==> src/rtl/multi_seq.sv <==
// multi_seq: sequential shift-add multiplier with an input operand FIFO,
// per-operation signed/unsigned mode and valid/ready handshakes on both sides.
// Produces a full-width 2*DATA_W product after DATA_W iteration cycles.
// Optional feature macro: MULTI_SEQ_EARLY_DONE_EN -- when defined, an
// operation leaves the iteration phase as soon as the remaining multiplier
// bits are all zero, so short multipliers finish early with identical results.
module multi_seq #(
    parameter int DATA_W   = 8,
    parameter int FIFO_DEP = 4
) (
    input  logic                  clk,
    input  logic                  rst_n,
    input  logic                  in_vld,
    output logic                  in_rdy,
    input  logic                  in_signed,
    input  logic [DATA_W-1:0]     in0_data,
    input  logic [DATA_W-1:0]     in1_data,
    output logic                  out_vld,
    input  logic                  out_rdy,
    output logic [2*DATA_W-1:0]   out_data,
    output logic                  multi_busy
);

    localparam int PROD_W = 2 * DATA_W;
    localparam int AW     = $clog2(FIFO_DEP);
    localparam int ENT_W  = 2 * DATA_W + 1;
    localparam int CNT_W  = $clog2(DATA_W);

    typedef enum logic [1:0] {
        IDLE = 2'd0,
        CALC = 2'd1,
        DONE = 2'd2
    } state_t;

    // Magnitude of an operand; the most-negative value maps to 2^(DATA_W-1),
    // which still fits in DATA_W unsigned bits.
    function automatic logic [DATA_W-1:0] magnitude(input logic [DATA_W-1:0] v,
                                                    input logic             sgn);
        return (sgn && v[DATA_W-1]) ? (~v + DATA_W'(1)) : v;
    endfunction

    // Re-apply the product sign to the unsigned accumulator (mod 2^PROD_W).
    function automatic logic [PROD_W-1:0] apply_sign(input logic [PROD_W-1:0] mag,
                                                     input logic              neg);
        return neg ? (~mag + PROD_W'(1)) : mag;
    endfunction

    state_t               state, state_nxt;

    logic [ENT_W-1:0]     fifo_mem [FIFO_DEP];
    logic [AW:0]          wr_ptr, rd_ptr;
    logic                 fifo_empty, fifo_full;
    logic                 push, pop;
    logic [ENT_W-1:0]     head;
    logic                 head_signed;
    logic [DATA_W-1:0]    head_in0, head_in1;

    logic                 neg;
    logic [PROD_W-1:0]    mcand;
    logic [DATA_W-1:0]    mplier;
    logic [PROD_W-1:0]    acc, acc_next;
    logic [CNT_W-1:0]     cnt;
    logic                 calc_last;

    // FIFO status: extra pointer bit distinguishes full from empty
    assign fifo_empty = (wr_ptr == rd_ptr);
    assign fifo_full  = (wr_ptr[AW] != rd_ptr[AW]) &&
                        (wr_ptr[AW-1:0] == rd_ptr[AW-1:0]);
    assign in_rdy     = ~fifo_full;
    assign push       = in_vld & ~fifo_full;
    assign pop        = (state == IDLE) & ~fifo_empty;

    assign head        = fifo_mem[rd_ptr[AW-1:0]];
    assign head_signed = head[ENT_W-1];
    assign head_in0    = head[2*DATA_W-1:DATA_W];
    assign head_in1    = head[DATA_W-1:0];

    // FIFO storage: data only, no reset needed
    always_ff @(posedge clk) begin
        if (push) begin
            fifo_mem[wr_ptr[AW-1:0]] <= {in_signed, in0_data, in1_data};
        end
    end

    // FIFO pointers
    always_ff @(posedge clk or negedge rst_n) begin
        if (!rst_n) begin
            wr_ptr <= '0;
            rd_ptr <= '0;
        end else begin
            if (push) wr_ptr <= wr_ptr + (AW+1)'(1);
            if (pop)  rd_ptr <= rd_ptr + (AW+1)'(1);
        end
    end

    assign acc_next = acc + (mplier[0] ? mcand : '0);

`ifdef MULTI_SEQ_EARLY_DONE_EN
    assign calc_last = (cnt == CNT_W'(DATA_W-1)) || (mplier[DATA_W-1:1] == '0);
`else
    assign calc_last = (cnt == CNT_W'(DATA_W-1));
`endif

    // FSM state register
    always_ff @(posedge clk or negedge rst_n) begin
        if (!rst_n) state <= IDLE;
        else        state <= state_nxt;
    end

    // FSM next-state logic
    always_comb begin
        state_nxt = state;
        case (state)
            IDLE:    if (!fifo_empty) state_nxt = CALC;
            CALC:    if (calc_last)   state_nxt = DONE;
            DONE:    if (out_rdy)     state_nxt = IDLE;
            default: state_nxt = IDLE;
        endcase
    end

    // FSM outputs
    always_comb begin
        out_vld    = (state == DONE);
        multi_busy = ~fifo_empty | (state != IDLE);
    end

    // Iteration datapath: load on pop, shift-add each CALC cycle
    always_ff @(posedge clk) begin
        if (pop) begin
            neg    <= head_signed & (head_in0[DATA_W-1] ^ head_in1[DATA_W-1]);
            mcand  <= {{DATA_W{1'b0}}, magnitude(head_in0, head_signed)};
            mplier <= magnitude(head_in1, head_signed);
            acc    <= '0;
            cnt    <= '0;
        end else if (state == CALC) begin
            acc    <= acc_next;
            mcand  <= mcand << 1;
            mplier <= mplier >> 1;
            cnt    <= cnt + CNT_W'(1);
        end
    end

    // Product register: captured on the final iteration, held through DONE
    always_ff @(posedge clk or negedge rst_n) begin
        if (!rst_n) begin
            out_data <= '0;
        end else if ((state == CALC) && calc_last) begin
            out_data <= apply_sign(acc_next, neg);
        end
    end

endmodule

==> config.mk <==
export PLATFORM = sky130hd
export DESIGN_NAME = multi_seq
export DESIGN_NICKNAME = d
export VERILOG_FILES = /design/src/rtl/multi_seq.sv
export SDC_FILE = /design/constraint.sdc
export NUM_CORES = 1
export LEC_CHECK = 0
export BUFFER_PORTS_ARGS = -buffer_cell sky130_fd_sc_hd__buf_2
export CORE_AREA = 4 4 134 136
export DETAILED_ROUTE_END_ITERATION = 10
export DIE_AREA = 0 0 138 140
export GPL_TIMING_DRIVEN = 1
export PLACE_DENSITY = 0.59
export SLEW_MARGIN = 20
export SYNTH_ARGS = -nofsm -noshare
export SYNTH_HDL_FRONTEND = slang
export SYNTH_SLANG_ARGS = --single-unit
export TNS_END_PERCENT = 20
==> constraint.sdc <==
create_clock -name clk -period 4.5 [get_ports clk]
set_input_delay 0.675 -clock clk [delete_from_list [all_inputs] [get_ports clk]]
set_output_delay 0.675 -clock clk [all_outputs]
set_load 0.02 [all_outputs]
==> impl_results.md, run 1 <==
- Syn-to-layout area delta: 15.82%
- Top-count cell post-synth: edfxtp_1
- Dominant synthesized flop cell: edfxtp_1
- Die area: 19320 um^2
- CTS tree: yes
- CP endpoint kind: flip-flop
- Peak Freq: between 200 and 300 MHz
- Row count: 48
- Vias in the first global route: approximately 4400
- Seq/Total Area, Yosys: 0.5635
- Post-CTS sizing: 0
- Startpoint types: flip-flop
- Worst-path clk slew: approximately 60 ps
- Fin crit share: 0.8181
- Synth area leaders: edfxtp_1 (39%), dfrtp_1 (9.2%), dfxtp_1 (8.2%), mux4_2 (5.8%), ha_1 (4.8%)
- CP cell instances: and2_1 > ha_1 > fa_1 > a21o_1 > a221oi_2 > o221ai_1 > xnor2_1 > o21ai_0 > o31ai_1 > xor2_1 > o21ai_1
- Clk_lat worst skew: 420 ps
- # Max-Cap Violations: 0
- Final hold viol count: 0
- Routability cong.: 0.8693
- Drt first-iter violations: 248
- Crit path required time: around 4800 ps
- Yosys top cell area share: 0.3894
- Yosys reg bits: 136
- DIE HEIGHT: 140 um
- Ys Warns: 0
- Detailed Place HPWL: 8973 um
- Initial antenna violation count: 0
- Yosys cell types: 58
- Post-synthesis net count: between 500 and 600
- Hold crit path type: primary input to asynchronous set/reset pin
- Mapped Area: 6555 um^2
- CTS Root Cell: clkbuf_16
- Share of post-route cells with drive strength above 1: 0.1788
- Post-route antenna net violation count: 0
- Outcome: complete, no violations
- Drt first pass iters: 5
- Synthesized instance count: 550
- R2r setup slk: 820 ps
- Final slew viol count: 0
- Reg2Reg Depth: 11
- Input/output buffers: 39
- DR WL/cell: between 15 and 20 um
- Mapped Avg Cell Area: 11.92 um^2
- Drc violations: 0
- First-pass GRT wire length: 21550 um
- CTS H-tree lvls: 4
- Worst path max stage delay: 550 ps
- Largest net degree at the start of global routing: ~50
- Starting Density: 0.3870
- Vias: 4265
- Unrepaired setup endpoints after global routing: false
- Worst path slowest cell: edfxtp_1
- CP Class: flip-flop to flip-flop
- Reg2reg end: out_data[13]
- Relative slew slack: 0.2817
- Worst Path Max Fanout: 16
- Total grt overflow: 0
- Max Root-Sink Buffers: 2
- Clk sinks: approximately 140
- Ant diodes: 0
- Core area: 16940 um^2
- Crit path buffers/inverters: 0
- I/O pin cnt: 40
- Area leader, netlist: edfxtp_1
- Crit path time final: 3682 ps
- Hold buffer count at CTS: 0
- Delay-heaviest family, CP: compound AO/OA/AOI/OAI gates
- Top cells by count, synth: edfxtp_1 (85), nand2_1 (77), o21ai_0 (34)
- Die W: 138 um
- FF-to-FF Start: mplier[0]
- Final Skew: 7.458 ps
- Setup-failing EPs final: 0
- Vias per std cell: between 5 and 6
- Ys async rst share: 0.1765
- Cts bufs inserted: 17
- Gr usage total: 0.1388
- TNS Setup: 0 ps
- Slew @ Worst Pin: about 1100 ps
- Post-CTS Setup Inserts: 0
- Critical Path AT: 3950 ps
- Total Wirelength: ~13000 um
- Final #Nets: between 600 and 700
- EDFF count, synth: 85
## area by class of cell
class                      instances  area [um^2]
inverter                          14        52.55
tap                              225        281.5
sequential                       136         3694
clock inverter                    15        177.7
clock buffer                      17        425.4
multi-input combinational        378         2729
fill                            1569         9344
timing repair buffer              44        232.7
## worst max-delay path by stage
stage              endpoint  slack (ps)      start  depth (start not counted)
3_5_place_dp   out_data[13]         840  mplier[0]                         11
3_3_place_gp   out_data[13]         950  mplier[0]                         11
4_1_cts        out_data[13]         810  mplier[0]                         11
5_1_grt        out_data[13]         420  mplier[0]                         11
6_report       out_data[13]         820  mplier[0]                         11
2_1_floorplan  out_data[15]        1230  mplier[0]                         12
## cell families (layout without fill, tap and decap cells)
| family | count (synthesis) | in the layout | synth area share |
|---|---|---|---|
| and+or+nand+nor | 178 | 178 | 0.1323 |
| DFF | 136 | 136 | 0.5635 |
| AOI/OAI and AO/OA | 109 | 109 | 0.1078 |
| xor gates and xnor gates | 41 | 41 | 0.05478 |
| buffers and inverters | 36 | 90 | 0.02100 |
| adders and majority gates | 26 | 26 | 0.05077 |
| muxes | 24 | 24 | 0.06986 |
## routing by layer
metal,track usage,routed length [um]
met2,0.2366,6532
met1,0.1660,5618
met3,0.03892,439
met4,0.05772,221
met5,0,0
## through the flow
stage          hold slack, ps  cells    util  setup WS, ps  area (um^2)
2_1_floorplan           379.4    550       -          1234         6555
3_3_place_gp            449.7    797  0.4127         952.7         6989
3_5_place_dp            459.1    797  0.4127         836.7         6989
4_1_cts                 242.2    829  0.4483         807.6         7592
5_1_grt                 271.0    829  0.4483         417.5         7592
6_report                239.0    829  0.4483         818.4         7592
## registers in the layout, indices dropped and copies added (netlist names)
signal,cells
mcand,16
out_data,16
acc,16
cnt,3
wr_ptr,3
state,2
neg,1
fifo_mem,68
mplier,8
rd_ptr,3
## placed cells by master (no fill, tap or decap), types with 14 or more instances in the layout
| master | instances |
|---|---|
| nor2_1 | 31 |
| dfxtp_1 | 27 |
| o21ai_0 | 34 |
| a21oi_1 | 24 |
| edfxtp_1 | 85 |
| ha_1 | 25 |
| buf_2 | 39 |
| clkbuf_16 | 17 |
| xnor2_1 | 22 |
| and2_1 | 17 |
| dfrtp_1 | 24 |
| inv_1 | 14 |
| xor2_1 | 19 |
| mux4_2 | 17 |
| nand2_1 | 77 |
Power of run 1 is left out: the tool's default activity adds up to more than one toggle a clock period on the data nets, which glitch-free logic cannot reach.
==> run 2, diff against run 1 <==
--- a/config.mk
+++ b/config.mk
@@ -5,12 +5,13 @@
 export SDC_FILE = /design/constraint.sdc
 export NUM_CORES = 1
 export LEC_CHECK = 0
+export ABC_AREA = 1
 export BUFFER_PORTS_ARGS = -buffer_cell sky130_fd_sc_hd__buf_2
-export CORE_AREA = 4 4 134 136
+export CORE_AREA = 4 4 137 139
 export DETAILED_ROUTE_END_ITERATION = 10
-export DIE_AREA = 0 0 138 140
+export DIE_AREA = 0 0 141 143
 export GPL_TIMING_DRIVEN = 1
-export PLACE_DENSITY = 0.59
+export PLACE_DENSITY = 0.6
 export SLEW_MARGIN = 20
 export SYNTH_ARGS = -nofsm -noshare
 export SYNTH_HDL_FRONTEND = slang
==> constraint.sdc (replaced) <==
create_clock -name clk -period 3.65 [get_ports clk]
set_input_delay 0.5475 -clock clk [delete_from_list [all_inputs] [get_ports clk]]
set_output_delay 0.5475 -clock clk [all_outputs]
set_load 0.02 [all_outputs]
==> run 2 against run 1 <==
  * Critical endpoint is now out_data[10]
  * First-iteration DRC count rose by 13%
  * Global-route usage grew 0.98 points
  * Sequential share of layout area shrank 1.9 points
==> impl_results.md, run 2 <==
- Outcome: complete, no violations
- Top cells by count, synth: nand2_1 (241), edfxtp_1 (85), inv_1 (83)
- Cts bufs inserted: 17 (unchanged)
- Post-synthesis net count: 821 (+38%)
- Crit path time final: 2760 ps (-921.9 ps)
- Slew @ Worst Pin: 847.0 ps (-230.4 ps)
- Critical Path AT: 3020 ps (-930 ps)
- Input/output buffers: 39 (unchanged)
- Final hold viol count: 0 (unchanged)
- CTS H-tree lvls: 4 (unchanged)
- Clk sinks: 136 (unchanged)
- Placed Instances: 1026 (+29%)
- Total stage count of the critical path: 16 (+5)
- CTS Root Cell: clkbuf_16
- Vias in the first global route: 4953 (+14%)
- Most frequent cells in the layout: nand2_1 (241), edfxtp_1 (85), inv_1 (83), nor2_1 (43), o21ai_0 (43)
- Area leader, netlist: edfxtp_1
- Total Wirelength: 13980 um (+9.1%)
- Reg2reg end: out_data[10]
- Worst vdd ir: 0.0005028 V
- Die area: 20160 um^2 (+4.4%)
- Final Skew: 7.597 ps (+0.1390 ps)
- CP endpoint kind: flip-flop
- Relative slew slack: 0.4340 (+0.1523)
- TNS Setup: 0 ps (unchanged)
- Vias: 5045 (+18%)
- Delay-heaviest family, CP: simple AND/OR/NAND/NOR gates
- CTS tree: yes
- Crit path required time: 3910 ps (-860 ps)
- Startpoint types: flip-flop
- Reg2Reg Depth: 16 (+5)
- Worst-path clk slew: 70 ps (about the same)
- Comb power frac: 0.475
- Drt first-iter violations: 279 (+13%)
- Clk_lat worst skew: 420 ps (about the same)
- Drt first pass iters: 4 (-1)
- Share of post-route cells with drive strength above 1: 0.1315 (-0.04732)
- DIE HEIGHT: 143 um (+2.1%)
- Critical Path Start: mplier[0]
- Mapped Avg Cell Area: 8.915 um^2 (-25%)
- First-pass GRT wire length: 23920 um (+11%)
- Detailed Place HPWL: 9927 um (+11%)
- I/O pin cnt: 40 (unchanged)
- # fillers: 1722 (+9.8%)
- Vias per std cell: 4.768 (-7.3%)
- Hold buffer count at CTS: 0 (unchanged)
- FF-to-FF Start: mplier[0]
- Initial antenna violation count: 0 (unchanged)
- Post-route antenna net violation count: 0 (unchanged)
- Starting Density: 0.3908 (+0.003760)
- Yosys cell types: 37 (-36%)
- Finished Cell Area: 7905 um^2 (+4.1%)
- Synth area leaders: edfxtp_1 (37%), nand2_1 (13%), dfrtp_1 (8.7%), dfxtp_1 (7.8%), ha_1 (4.5%)
- Yosys top cell area share: 0.3699 (-0.01949)
- Top-count cell post-synth: nand2_1
- Crit path capture: out_data[10]
- Post-CTS Setup Inserts: 0 (unchanged)
- Setup-failing EPs final: 0 (unchanged)
- Unrepaired setup endpoints after global routing: false
- Commonest non-fill, non-tap cell in the layout: nand2_1
- Pint: 4.623 mW
- Final #Nets: 863 (+35%)
- Drc violations: 0 (unchanged)
- Max reg flops: 68 (unchanged)
- Synthesized instance count: 774 (+41%)
- Placed inst area: 7308 um^2 (+4.6%)
- Hold crit path type: primary input to asynchronous set/reset pin
- Core area: 17660 um^2 (+4.3%)
- Static Leak: 3.609 nW
- Worst path max stage delay: 630 ps (+80 ps)
- # Max-Cap Violations: 0 (unchanged)
- Switch Pwr: 3.605 mW
- Crit path buffers/inverters: 3 (+3)
- CP cell instances: nand2_1 > inv_1 > ha_1 > fa_1 > inv_1 > ha_1 > inv_1 > nor2_2 > nand3_1 > nor2_1 > nand2_1 > nor2_2 > nand2_1 > nand2_2 > xor2_1 > o21ai_1
- Dominant synthesized flop cell: edfxtp_1
- Fin crit share: 0.7561 (-0.06206)
- Max Root-Sink Buffers: 2 (unchanged)
- Switching portion of total power: 0.4381
- Mapped Area: 6900 um^2 (+5.3%)
- Cell area power density: between 1000 and 1500 nW/um^2
- Syn-to-layout area delta: 14.56%
- Die W: 141 um (+2.2%)
- Worst path slowest cell: edfxtp_1
- Largest net degree at the start of global routing: 40 (-22%)
- Power share of the clock group: 0.208
- Yosys reg bits: 136 (unchanged)
- Finished Layout Cells: 1058 (+28%)
- Worst Path Max Fanout: 16 (unchanged)
- Row count: 49 (+2.1%)
- Total grt overflow: 0 (unchanged)
- Post-CTS sizing: 0 (unchanged)
- Routability cong.: 0.8393 (-3.5%)
- Final slew viol count: 0 (unchanged)
- DR WL/cell: 13.21 um (-14%)
- Gr usage total: 0.1486 (+0.009801)
- Register share of total power: 0.316
- Ant diodes: 0 (unchanged)
- Seq/Total Area, Yosys: 0.5353 (-0.02820)
- Ys async rst share: 0.1765 (unchanged)
- R2r setup slk: 890 ps (+70 ps)
- EDFF count, synth: 85 (unchanged)
- CP Class: flip-flop to flip-flop
- Peak Freq: 362.4 MHz (+33%)
- Ys Warns: 0 (unchanged)
-- run 2: cell types whose count changed in the layout (fill, tap and decap cells not counted), sizes merged, moves of 8 or more --
cell	before	now
a32o	0	10
and2	18	3
and3	8	0
inv	25	101
mux4	17	0
nand2	77	253
nand3	5	43
nor2	31	49
nor3	8	0
o21ai	41	55
xnor2	22	11
-- run 2: routing by layer --
metal / GRT usage / vias up / wire length [um]
met5: 0 / - / 0
met4: 0.04131 / 0 / 98
met3: 0.03818 / 6 / 639
met2: 0.2518 / 96 / 6758
met1: 0.1899 / 2283 / 6483
li1: - / 2660 / -
-- run 2: cells by family after synthesis --
group	share of synthesized area
adders and majority gates	0.04823
xor gates and xnor gates	0.03173
AOI/OAI and AO/OA	0.09502
DFF	0.5353
buffers and inverters	0.06618
and+or+nand+nor	0.2236
-- run 2: layout make-up --
class / instances / area (um^2) / area share
Multi-Input combinational cell: 526 / 2750 / 0.3479
Timing Repair Buffer: 45 / 240.2 / 0.03039
Inverter: 90 / 337.8 / 0.04274
Clock inverter: 15 / 171.4 / 0.02168
Tap cell: 229 / 286.5 / 0.03625
Sequential cell: 136 / 3694 / 0.4672
Clock buffer: 17 / 425.4 / 0.05381
-- run 2: per-stage QoR --
stage	setup WS [ps]	power, mW	util	hold WS (ps)
finish	890.3	8.228	0.4477	119.6
global route	514.6	9.020	0.4477	160.3
CTS	864.1	8.316	0.4477	132.7
detailed placement	876.2	6.572	0.4139	450.8
global placement	909.0	6.525	0.4139	450.0
floorplan	969.8	5.670	-	251.9
-- run 2: how the worst min path moves through the flow --
stage,from,endpoint,slack (ps),cells past startpoint
floorplan,rst_n,out_data[0],250,0
global placement,acc[10],acc[10],450,2
CTS,rst_n,out_data[8],130,1
finish,rst_n,out_data[14],120,1
detailed placement,mcand[15],mcand[15],450,2
global route,rst_n,rd_ptr[0],160,1
-- run 2: power by group through the flow --
stage	clock network (mW)	logic [mW]	registers (mW)
6_report	1.72	3.91	2.60
5_1_grt	1.83	4.52	2.67
4_1_cts	1.75	3.95	2.61
3_5_place_dp	0	3.93	2.64
3_3_place_gp	0	3.89	2.64
2_1_floorplan	0	3.06	2.61
Power figures use the tool's default switching activity.
==> run 3, diff against run 2 <==
==> constraint.sdc (replaced) <==
create_clock -name clk -period 2.78 [get_ports clk]
set_input_delay 0.417 -clock clk [delete_from_list [all_inputs] [get_ports clk]]
set_output_delay 0.417 -clock clk [all_outputs]
set_load 0.02 [all_outputs]
==> run 3 against run 2 <==
  * The run now ends with hold timing left
  * Fmax is 12% higher
  * Combinational power is 34% higher
  * First-iteration DRC count is 0.72% higher
  * Critical path type unchanged
  * Largest cell class unchanged
  * Largest power group unchanged
==> impl_results.md, run 3 (synthesis gave the netlist of run 2 again) <==
- Startpoint types: flip-flop
- First-pass GRT wire length: 23890 um (-0.15%)
- Syn-to-layout area delta: 15.19%
- CTS tree: yes
- Max Root-Sink Buffers: 2 (unchanged)
- Unrepaired setup endpoints after global routing: false
- Failing checks: hold timing
- Routability cong.: 0.8048 (-4.1%)
- Most frequent cells in the layout: nand2_1 (240), edfxtp_1 (85), inv_1 (82), nor2_1 (43), o21ai_0 (43)
- Worst-path clk slew: 60 ps (about the same)
- Die W: 141 um (unchanged)
- Fin crit share: 0.8849 (+0.1289)
- Static Leak: 3.627 nW (+0.50%)
- Drt first pass iters: 4 (unchanged)
- # fillers: 1742 (+1.2%)
- CP Class: flip-flop to flip-flop
- Met2 routed WL: 6761 um (about the same)
- Initial antenna violation count: 0 (unchanged)
- Drt first-iter violations: 281 (+0.72%)
- Row count: 49 (unchanged)
- Vias in the first global route: 4913 (-0.81%)
- Highest routed metal layer: met4
- Hold crit path type: primary input to asynchronous set/reset pin
- WL met3: 442 um (-31%)
- Total Wirelength: 14000 um (+0.11%)
- Reg2Reg Depth: 16 (unchanged)
- I/O pin cnt: 40 (unchanged)
- Final core utilization: 0.4502 (+0.002480)
- Area of the multi-input gates: 2753 um^2 (about the same)
- Total grt overflow: 0 (unchanged)
- Slew @ Worst Pin: 656.5 ps (-190.5 ps)
- FF-to-FF Start: mplier[0]
- Final slew viol count: 0 (unchanged)
- Setup-failing EPs final: 0 (unchanged)
- Setup WS post-layout: 319.9 ps (-570.4 ps)
- Hold buffer count at CTS: 0 (unchanged)
- # Max-Cap Violations: 0 (unchanged)
- Critical Path AT: 2820 ps (-200 ps)
- Pre-CTS setup slack: 246.0 ps (-630.1 ps)
- Input/output buffers: 39 (unchanged)
- Outcome: finished, violations left
- Relative slew slack: 0.5619 (+0.1279)
- Final #Nets: 868 (+0.58%)
- Share of post-route cells with drive strength above 1: 0.1357 (+0.004171)
- DIE HEIGHT: 143 um (unchanged)
- Cts bufs inserted: 17 (unchanged)
- Hold slack: -7.373 ps (-127.0 ps)
- Core area: 17660 um^2 (unchanged)
- Critical Path Start: mplier[0]
- Drc violations: 0 (unchanged)
- Max reg flops: 68 (unchanged)
- TNS Setup: 0 ps (unchanged)
- Worst vdd ir: 0.0006595 V (+31%)
- Starting Density: 0.3908 (unchanged)
- Gr usage total: 0.1495 (+0.0008309)
- Detailed Place HPWL: 10060 um (+1.3%)
- Register Area: 3694 um^2 (unchanged)
- Clk_lat worst skew: 420 ps (about the same)
- Crit path required time: 3140 ps (-770 ps)
- Met1 wire length: 6635 um (+2.3%)
- Peak Freq: 406.5 MHz (+12%)
- Commonest non-fill, non-tap cell in the layout: nand2_1
- Final hold viol count: 24 (+24)
- Largest net degree at the start of global routing: 39 (-2.5%)
- Post-CTS Setup Inserts: 0 (unchanged)
- Vias per std cell: 4.797 (+0.59%)
- Clk sinks: 136 (unchanged)
- Crit path time final: 2460 ps (-299.6 ps)
- Ant diodes: 0 (unchanged)
- DR WL/cell: 13.18 um (-0.27%)
- CTS Root Cell: clkbuf_16
- Die area: 20160 um^2 (unchanged)
- Worst Path Max Fanout: 15 (-1)
- Cell area power density: 1370 nW/um^2 (+32%)
- Post-route antenna net violation count: 0 (unchanged)
- Final Skew: 8.852 ps (+1.255 ps)
- Tot Pwr: 10.89 mW (+32%)
- CTS H-tree lvls: 4 (unchanged)
- Vias: 5094 (+0.97%)
- Post-CTS sizing: 0 (unchanged)
- CP endpoint kind: flip-flop
## run 3: changes by cell type in the layout (fill, tap and decap cells not counted), moves of 2 or more
cell,before,now
bufinv_16,1,3
buf_4,6,11
clkinv_4,2,5
inv_8,8,0
## run 3: where the power goes
part           switching (mW)  internal (mW)  total, mW
clock network           0.853           1.42       2.27
logic                    3.43           1.83       5.25
registers               0.356           3.01       3.36
## run 3: critical path: stages (launching register included)
cell	delay, ps
edfxtp_1	380
buf_4	200
nand2_1	70
inv_1	60
fa_1	460
nand2_2	110
nand2_1	90
nand3b_1	90
nand2_1	120
nor2_2	160
nand3_2	100
nor2_2	130
nand2_1	80
nand2_2	80
xor2_1	160
nand2_1	60
nand2_1	50
## run 3: layer usage
| layer | up-vias | global-route usage |
|---|---|---|
| met4 | 0 | 0.04131 |
| met3 | 13 | 0.04186 |
| met5 | - | 0 |
| met1 | 2357 | 0.1936 |
| li1 | 2659 | - |
| met2 | 65 | 0.2477 |
## run 3: layout make-up
| class | count | area share |
|---|---|---|
| Multi-Input combinational cell | 526 | 0.3463 |
| Clock buffer | 18 | 0.05399 |
| Clock inverter | 13 | 0.02156 |
| Timing Repair Buffer | 50 | 0.03494 |
| Tap cell | 229 | 0.03605 |
| Inverter | 90 | 0.04250 |
| Sequential cell | 136 | 0.4647 |
## run 3: final timing paths
kind | end | slack [ps]
min reg2reg | acc[10] | 460
max | out_data[11] | 320
max reg2reg | out_data[11] | 320
min in group clk | state[1] | 190
max in group asynchronous | out_data[12] | 2410
min | out_data[1] | -7
## run 3: through the flow
step / hold WS (ps) / area, um^2 / std cells
after CTS: 0.9308 / 7946 / 1062
after detailed placement: 452.1 / 7346 / 1031
after global placement: 444.6 / 7346 / 1031
final: -7.373 / 7949 / 1062
after global routing: 29.38 / 7949 / 1062
after floorplan: 121.4 / 6900 / 774
